--- src/rtl/sysu_vga_timing_detect.sv ---
// Receive-side VGA timing detector: measures incoming hsync/vsync geometry, locks after
// consecutive identical frames and regenerates active-window pixel coordinates.
module sysu_vga_timing_detect #(
  parameter int HD          = 1440,
  parameter int VD          = 900,
  parameter int HT_EXP      = 1904,
  parameter int VT_EXP      = 932,
  parameter int HA_EXP      = 152,
  parameter int VA_EXP      = 3,
  parameter int H_OFS       = 384,
  parameter int V_OFS       = 30,
  parameter int LOCK_FRAMES = 2
) (
  input  logic        vga_pclk,
  input  logic        vga_rst,
  input  logic        hsync_in,
  input  logic        vsync_in,
  output logic        locked,
  output logic        mode_ok,
  output logic        lock_err,
  output logic [11:0] h_total,
  output logic [11:0] h_sync_w,
  output logic [10:0] v_total,
  output logic [10:0] v_sync_w,
  output logic        rec_valid,
  output logic [11:0] rec_h_cnt,
  output logic [10:0] rec_v_cnt
);

  typedef enum logic {UNLOCK, LOCKED} state_t;

  // line_cnt is vp+1 (0 means no hsync fall yet this frame), so vp bounds shift by one
  localparam logic [11:0] H_LO   = 12'(H_OFS);
  localparam logic [11:0] H_HI   = 12'(H_OFS + HD);
  localparam logic [10:0] V_LO   = 11'(V_OFS + 1);
  localparam logic [10:0] V_HI   = 11'(V_OFS + VD + 1);
  localparam logic [11:0] TMO    = 12'(2 * HT_EXP - 1);
  localparam logic [11:0] HT_C   = 12'(HT_EXP);
  localparam logic [10:0] VT_C   = 11'(VT_EXP);
  localparam logic [11:0] HA_C   = 12'(HA_EXP);
  localparam logic [10:0] VA_C   = 11'(VA_EXP);
  localparam logic [7:0]  LOCK_C = 8'(LOCK_FRAMES);

  function automatic logic [11:0] sat_inc12(input logic [11:0] v);
    return (v == 12'hFFF) ? v : v + 12'd1;
  endfunction

  function automatic logic [10:0] sat_inc11(input logic [10:0] v);
    return (v == 11'h7FF) ? v : v + 11'd1;
  endfunction

  function automatic logic [7:0] sat_inc8(input logic [7:0] v);
    return (v == 8'hFF) ? v : v + 8'd1;
  endfunction

  state_t      state;
  logic        hs_p0, hs_p1, hs_p2, vs_p0, vs_p1, vs_p2;
  logic        h_fall, h_rise, v_fall, h_seen;
  logic [11:0] hp, prev_h, lk_h;
  logic [10:0] line_cnt, vlow_cnt, prev_v, lk_v;
  logic [7:0]  stable;

  logic [11:0] h_period, h_tot_n, hsw_n;
  logic [10:0] v_tot_n, vsw_n;
  logic [7:0]  stable_n;
  logic        h_cap, frame_ok, frame_eq, lose, lock_n, in_win;

  assign h_fall = hs_p2 & ~hs_p1;
  assign h_rise = ~hs_p2 & hs_p1;
  assign v_fall = vs_p2 & ~vs_p1;

  always_comb begin
    h_period = sat_inc12(hp);
    h_cap    = h_fall & h_seen;
    h_tot_n  = h_cap ? h_period : h_total;
    hsw_n    = h_rise ? h_period : h_sync_w;
    v_tot_n  = v_fall ? line_cnt : v_total;
    vsw_n    = v_fall ? vlow_cnt : v_sync_w;
    frame_ok = (h_tot_n != 12'd0) && (line_cnt != 11'd0);
    frame_eq = (h_tot_n == prev_h) && (line_cnt == prev_v);
    // stable counts consecutive identical, fully measured frames
    stable_n = !frame_ok ? 8'd0 : (frame_eq ? sat_inc8(stable) : 8'd1);
    lose     = (h_cap && (h_period != lk_h)) ||
               (v_fall && (line_cnt != lk_v)) ||
               (!h_fall && (hp >= TMO));
    lock_n   = (state == LOCKED) ? !lose : (v_fall && (stable_n >= LOCK_C));
    in_win   = lock_n && (hp >= H_LO) && (hp < H_HI) &&
               (line_cnt >= V_LO) && (line_cnt < V_HI);
  end

  always_ff @(posedge vga_pclk or posedge vga_rst) begin
    if (vga_rst) begin
      {hs_p0, hs_p1, hs_p2} <= 3'b111;
      {vs_p0, vs_p1, vs_p2} <= 3'b111;
      state     <= UNLOCK;
      h_seen    <= 1'b0;
      hp        <= '0;
      line_cnt  <= '0;
      vlow_cnt  <= '0;
      prev_h    <= '0;
      prev_v    <= '0;
      lk_h      <= '0;
      lk_v      <= '0;
      stable    <= '0;
      h_total   <= '0;
      h_sync_w  <= '0;
      v_total   <= '0;
      v_sync_w  <= '0;
      locked    <= 1'b0;
      mode_ok   <= 1'b0;
      lock_err  <= 1'b0;
      rec_valid <= 1'b0;
      rec_h_cnt <= '0;
      rec_v_cnt <= '0;
    end else begin
      // stage p0/p1: synchroniser, p2: edge reference
      hs_p0 <= hsync_in;
      hs_p1 <= hs_p0;
      hs_p2 <= hs_p1;
      vs_p0 <= vsync_in;
      vs_p1 <= vs_p0;
      vs_p2 <= vs_p1;

      hp     <= h_fall ? 12'd0 : h_period;
      h_seen <= h_seen | h_fall;
      if (v_fall) begin
        line_cnt <= {10'd0, h_fall};
        vlow_cnt <= {10'd0, h_fall};
        prev_h   <= h_tot_n;
        prev_v   <= line_cnt;
      end else if (h_fall) begin
        line_cnt <= sat_inc11(line_cnt);
        if (!vs_p1) vlow_cnt <= sat_inc11(vlow_cnt);
      end

      h_total  <= h_tot_n;
      h_sync_w <= hsw_n;
      v_total  <= v_tot_n;
      v_sync_w <= vsw_n;

      lock_err <= 1'b0;
      case (state)
        UNLOCK: if (v_fall) begin
          stable <= stable_n;
          if (lock_n) begin
            state <= LOCKED;
            lk_h  <= h_tot_n;
            lk_v  <= line_cnt;
          end
        end
        LOCKED: if (lose) begin
          state    <= UNLOCK;
          stable   <= '0;
          lock_err <= 1'b1;
        end
      endcase

      // outputs registered from next-state lock so they drop with lock_err
      locked    <= lock_n;
      mode_ok   <= lock_n && (h_tot_n == HT_C) && (v_tot_n == VT_C) &&
                   (hsw_n == HA_C) && (vsw_n == VA_C);
      rec_valid <= in_win;
      rec_h_cnt <= in_win ? hp - H_LO : 12'd0;
      rec_v_cnt <= in_win ? line_cnt - V_LO : 11'd0;
    end
  end

endmodule
--- config.mk ---
export PLATFORM = sky130hd
export DESIGN_NAME = sysu_vga_timing_detect
export DESIGN_NICKNAME = d
export VERILOG_FILES = /design/src/rtl/sysu_vga_timing_detect.sv
export SDC_FILE = /design/constraint.sdc
export NUM_CORES = 1
export LEC_CHECK = 0
export CAP_MARGIN = 20
export CORE_UTILIZATION = 48
export DETAILED_ROUTE_END_ITERATION = 16
export GPL_TIMING_DRIVEN = 0
export PLACE_DENSITY = 0.69
export SLEW_MARGIN = 10
export SYNTH_ARGS = -nofsm -noshare
export SYNTH_HDL_FRONTEND = slang
export SYNTH_SLANG_ARGS = --single-unit
--- constraint.sdc ---
create_clock -name vga_pclk -period 5.63 [get_ports vga_pclk]
set_input_delay 0.8445 -clock vga_pclk [delete_from_list [all_inputs] [get_ports vga_pclk]]
set_output_delay 0.8445 -clock vga_pclk [all_outputs]
set_load 0.05 [all_outputs]
# ---- Yosys cells after proc, flatten, opt, wreduce, memory -nomap -nowiden
# Cells that the tools add are included.
# W data, S select, Z words.
dict set report word_totals {
  mem_bits_rw 0
  elab_cells 117
  in_bits 4
  n_memories 0
  ff_bits 169
  latchBits 0
  rom_bits 0
}
dict set report classes {
  n_reduce_logical 25
  bitwise_logic 9
  div_mod_pow 0
  shifts 0
  n_eq_ne 17
  multipliers 0
  magnitude_cmp 6
  n_mux 28
  addsub 6
}
# cell n
set ops {}
lappend ops {{$mux W11} 10}
lappend ops {{$mux W12} 5}
lappend ops {{$mux W8} 5}
lappend ops {{$add A11 B1 Y11 const B} 2}
lappend ops {{$eq A11 B11 Y1 const B} 2}
lappend ops {{$pmux W8 S2} 1}
lappend ops {{$logic_and A1 B1 Y1} 14}
lappend ops {{$add A12 B1 Y12 const B} 1}
lappend ops {{$eq A12 B11 Y1 const B} 1}
lappend ops {{$eq A12 B12 Y1} 1}
lappend ops {{$eq A12 B12 Y1 const B} 1}
lappend ops {{$eq A12 B8 Y1 const B} 1}
lappend ops {{$ge A12 B12 Y1 const B} 1}
lappend ops {{$ge A12 B9 Y1 const B} 1}
lappend ops {{$lt A12 B11 Y1 const B} 1}
lappend ops {{$ne A12 B12 Y1} 1}
lappend ops {{$reduce_bool A12 Y1} 1}
lappend ops {{$sub A12 B9 Y12 const B} 1}
lappend ops {{$eq A11 B10 Y1 const B} 1}
lappend ops {{$eq A11 B11 Y1} 1}
lappend ops {{$eq A11 B2 Y1 const B} 1}
lappend ops {{$ge A11 B5 Y1 const B} 1}
lappend ops {{$lt A11 B10 Y1 const B} 1}
lappend ops {{$ne A11 B11 Y1} 1}
lappend ops {{other kinds (17)} 35}

# ---- Depth between registers and ports, before layout
dict set report logic_depth {
  ltp_word 16
  ltp_mapped 13
  depth_no_buf 10
}

# ---- Worst setup path after synthesis
# No wires, ideal clock.
dict set report synth_path {
  path_type {flip-flop to flip-flop}
  from {register hp[1]}
  to {register lk_h[0]}
  synth_period_minus_slack_ns 3.263
  required_ns 5.505
  slack_ns 2.367
  setup_time_ns 0.125
  stages_incl_launch_ff 12
  t_arrival_ns 3.138
  cell_sequence {dfrtp_1 > ha_1 > nand4_4 > or4_4 > buf_2 > xnor2_2 > o21ai_1 > xnor2_1 > nand4_1 > nor4_2 > buf_4 > mux2_2}
}
dict set report synth_via {
  elab_chain_len 11
  elab_cells_between_ends 21
  classes_between {1 x add/sub; 2 x order compare; 3 x eq/ne; 5 x mux; 10 x reduce/logical}
}
# element line_no
set synth_rtl {}
lappend synth_rtl {{start, declared} 59} ;# logic [11:0] hp, prev_h, lk_h;
lappend synth_rtl {{start signal, assigned} 124} ;# hp <= h_fall ? 12'd0 : h_period;
lappend synth_rtl {{$eq A12 B12 Y1 (*)} 45} ;# return (v == 12'hFFF) ? v : v + 12'd1;
lappend synth_rtl {{$mux W12 (*)} 45}
lappend synth_rtl {{$mux W12 (*)} 75} ;# h_tot_n = h_cap ? h_period : h_total;
lappend synth_rtl {{via h_tot_n[0]} 63} ;# logic [11:0] h_period, h_tot_n, hsw_n;
lappend synth_rtl {{$eq A12 B12 Y1} 80} ;# frame_eq = (h_tot_n == prev_h) && (line_cnt == prev_v);
lappend synth_rtl {{$logic_and A1 B1 Y1} 80}
lappend synth_rtl {{$mux W8 (2 in series)} 82} ;# stable_n = !frame_ok ? 8'd0 : (frame_eq ? sat_inc8(stable) : 8'd1);
lappend synth_rtl {{$ge A8 B2 Y1} 86} ;# lock_n = (state == LOCKED) ? !lose : (v_fall && (stable_n >= LOCK_C));
lappend synth_rtl {{$logic_and A1 B1 Y1} 86}
lappend synth_rtl {{$mux W1} 86}
lappend synth_rtl {{$reduce_and A3 Y1 (no line)} n/a}
lappend synth_rtl {{end signal, assigned} 147} ;# lk_h <= h_tot_n;
lappend synth_rtl {{end, declared} 59}
# Mark *: on every way through the listed nets, which the timed path passes. The rest lies on a longest branch.
# A chain may end at the register's enable or synchronous reset.

# ---- Worst setup path in the final report
dict set report layout_path {
  from {register hp[1]}
  to {register lk_h[8]}
}
dict set report layout_via {
  elab_chain_len 11
  elab_cells_between_ends 21
  classes_between {1 x add/sub; 2 x order compare; 3 x eq/ne; 5 x mux; 10 x reduce/logical}
}
# element line_no
set layout_rtl {}
lappend layout_rtl {{$add A12 B1 Y12 / $eq A12 B12 Y1 (equally long branches)} 45}
lappend layout_rtl {{$mux W12 (*)} 45}
lappend layout_rtl {{$mux W12 (*)} 75}
lappend layout_rtl {{via h_tot_n[10]} 63}
lappend layout_rtl {{$eq A12 B12 Y1} 80}
lappend layout_rtl {{$logic_and A1 B1 Y1} 80}
lappend layout_rtl {{$mux W8} 82}
lappend layout_rtl {{$mux W8 (*)} 82}
lappend layout_rtl {{$ge A8 B2 Y1 (*)} 86}
lappend layout_rtl {{$logic_and A1 B1 Y1 (*)} 86}
lappend layout_rtl {{$mux W1 (*)} 86}
lappend layout_rtl {{$reduce_and A3 Y1 (no line) (*)} n/a}
# Marks and branches as above.

==> out/metrics.csv <==
metric,value,unit
RePlAce Congestion,0.9283,
total clock buffers created by CTS,17,
antenna cell count,0,
Routed Antenna Nets,0,
number of synthesized register bits,169,
DRC,0,
register area,4237,µm²
share of cells above drive strength 1,8.125,%
Ys Warns,0,
core area,16580,µm²
WL/cell,17.99,µm
crit share post-route,80.64,%
WP data arrival,4.86,ns
max-cap viol count,0,
Worst setup EP type,flop,
detailed placer's ending HPWL,14930,µm
Finish-stage setup viols,0,
CP Class,reg2reg,
Static Leak,4.581,nW
# placed instances,1148,
Fillers,1487,
Vias/cell,5.678,
synth top area cells,"dfrtp_1 (50%), nand2_1 (8.1%), xnor2_1 (4.1%)",
first-pass GRT wire length,34300,µm
final critical-path required period,4.540,ns
Total Routed Length,21230,µm
worst skew pair latency,0.44,ns
Synthesized Nets,861,
io pins,77,
RSZ-0062 raised after global routing,no,
initial antenna violation count,0,
FMAX,220.3,MHz
Final Util,59.59,%
HP Class,reg2reg,
Final nets,957,
Critical Path Fanout Max,10,
post-cts sizing count,0,
CTS tree,built,
CTS max path bufs,2,
Rows,47,
Slew HR,45.00,%
leading area contributor after synthesis,dfrtp_1,
Synth Area per Inst,9.604,µm²
Worst EP required,5.95,ns
"Hold-fix buffers, CTS",0,
Final WS setup,1.090,ns
Initial Util,49.28,%
async set-or-reset flop fraction in the synthesized netlist,100.0,%
CTS Root Cell,clkbuf_16,
Clock Sinks,169,
DRT Pass-1 Iters,7,
htree depth,4,
GR Overflow Total,0,
Post-CTS Setup Inserts,0,
top_reg_cell synth,dfrtp_1,
total chip power,3.235,mW
final hold violations,0,
die height,132.5,µm
type of origin of the critical path,flop,
clock-pin slew on the worst setup and hold paths,0.07,ns
IO Port Bufs,76,
"most common cell after layout, fill and taps aside",nand2_1,
Place WS,1.244,ns
Synth cell types,76,
"commonest cells after routing, fill and taps aside","nand2_1 (177), dfrtp_1 (163), clkdlybuf4s50_1 (76), nor2_1 (56)",
status,completed,
vias in the first global route,6416,
Die X,132.5,µm
Worst Tran Pin Value,0.8250,ns
Die ar.,17550,µm²
total power density per cell area,327.3,nW/µm²
share of the synthesized area in the top cell type,49.91,%
Multi-input gate area,3621,µm²
fin cells,1180,
Post-Syn Area,8173,µm²
via count,6700,
"Slew Viols, Final",0,
Worst Hold Path Cells,0,
largest net degree at the start of global routing,114,
Mapped Cells,851,
Peak VDD IR,0.0002289,V
worst clock skew,0.01025,ns
"EDFF count, synth",0,
DRT iter0 DRCs,606,
Syn-to-layout area delta,20.91,%
Hold Worst Slack,0.3577,ns
"Seq/Total Area, Yosys",51.84,%
Tot GR Track Use,25.41,%
Worst R2R Path Depth,10,
-- per-layer routing --
layer  vias to the layer above  share of wire (%)  global-route usage, %
met5                         -                  0                      0
met4                         0                3.4                  10.98
met3                        60                6.6                  5.900
met2                       275                 44                  37.34
met1                      3226                 46                  36.06
li1                       3139                  -                      -
-- registers in the layout (all words and copies together), names as in the netlist, 8 cells and up --
name       count
v_total       11
v_sync_w      11
stable         8
prev_h        12
rec_v_cnt     11
vlow_cnt      11
line_cnt      11
h_total       12
lk_h          12
lk_v          11
rec_h_cnt     12
prev_v        11
hp            12
h_sync_w      12
-- per-stage QoR --
step	setup TNS, ns	cell area [µm²]
2_1_floorplan	0	8173
3_3_place_gp	-338.07	9209
3_5_place_dp	0	9244
4_1_cts	0	9882
5_1_grt	0	9882
6_report	0	9882
-- critical path, cell delays in order, from the launching register on --
cell,delay (ns)
dfrtp_1,0.53
ha_1,0.46
nand4_4,0.21
nor4_1,0.45
mux2i_1,0.66
o21ai_1,0.37
xnor2_1,0.24
nand4_1,0.26
nor4_2,0.54
buf_4,0.32
mux2_2,0.36
-- final cells by class --
type / count / area share, %
Clock buffer: 18 / 4.343
Multi-Input combinational cell: 611 / 36.64
Buffer: 53 / 2.507
Tap cell: 220 / 2.786
Inverter: 18 / 0.7597
Sequential cell: 169 / 42.87
Timing Repair Buffer: 77 / 7.977
Clock inverter: 14 / 2.114
-- synth_stat cells, types with 7 or more instances --
cell and count:
nand2_1 177, dfrtp_1 163, nor2_1 56, and3_1 38, o21ai_0 38, xnor2_1 38, clkbuf_1 31, xor2_1 29
nand3_1 25, a21oi_1 23, nor3_1 19, inv_1 18, nand4_1 14, mux2_1 13, nor4_1 13, buf_2 12
a31oi_1 7, o21ai_1 7, or3_1 7
-- where the power goes --
| group | leakage, nW | switching [mW] | internal (mW) | total [mW] |
|---|---|---|---|---|
| logic | 1.98 | 0.395 | 0.200 | 0.594 |
| registers | 2.29 | 0.0755 | 1.29 | 1.37 |
| clock network | 0.308 | 0.520 | 0.755 | 1.28 |
| total | 4.58 | 0.990 | 2.24 | 3.23 |
-- path summary, 6_finish.rpt --
path                              start           end  slack, ns
max in group asynchronous       vga_rst   line_cnt[1]       3.90
min in group asynchronous       vga_rst  rec_v_cnt[3]       0.82
worst min register to register    hs_p0         hs_p1       0.36
worst max-delay path              hp[1]       lk_h[8]       1.09
worst min-delay path              hs_p0         hs_p1       0.36
worst max register to register    hp[1]       lk_h[8]       1.09
-- logic make-up after synthesis --
kind of cell | Yosys count | synth area share (%)
simple gates | 392 | 23.25
flops | 169 | 51.84
compound gates | 123 | 9.783
buf+inv | 71 | 3.858
xor+xnor | 68 | 7.379
mux | 22 | 2.970
fa+ha+maj | 6 | 0.9185
Power figures use the tool's default switching activity.
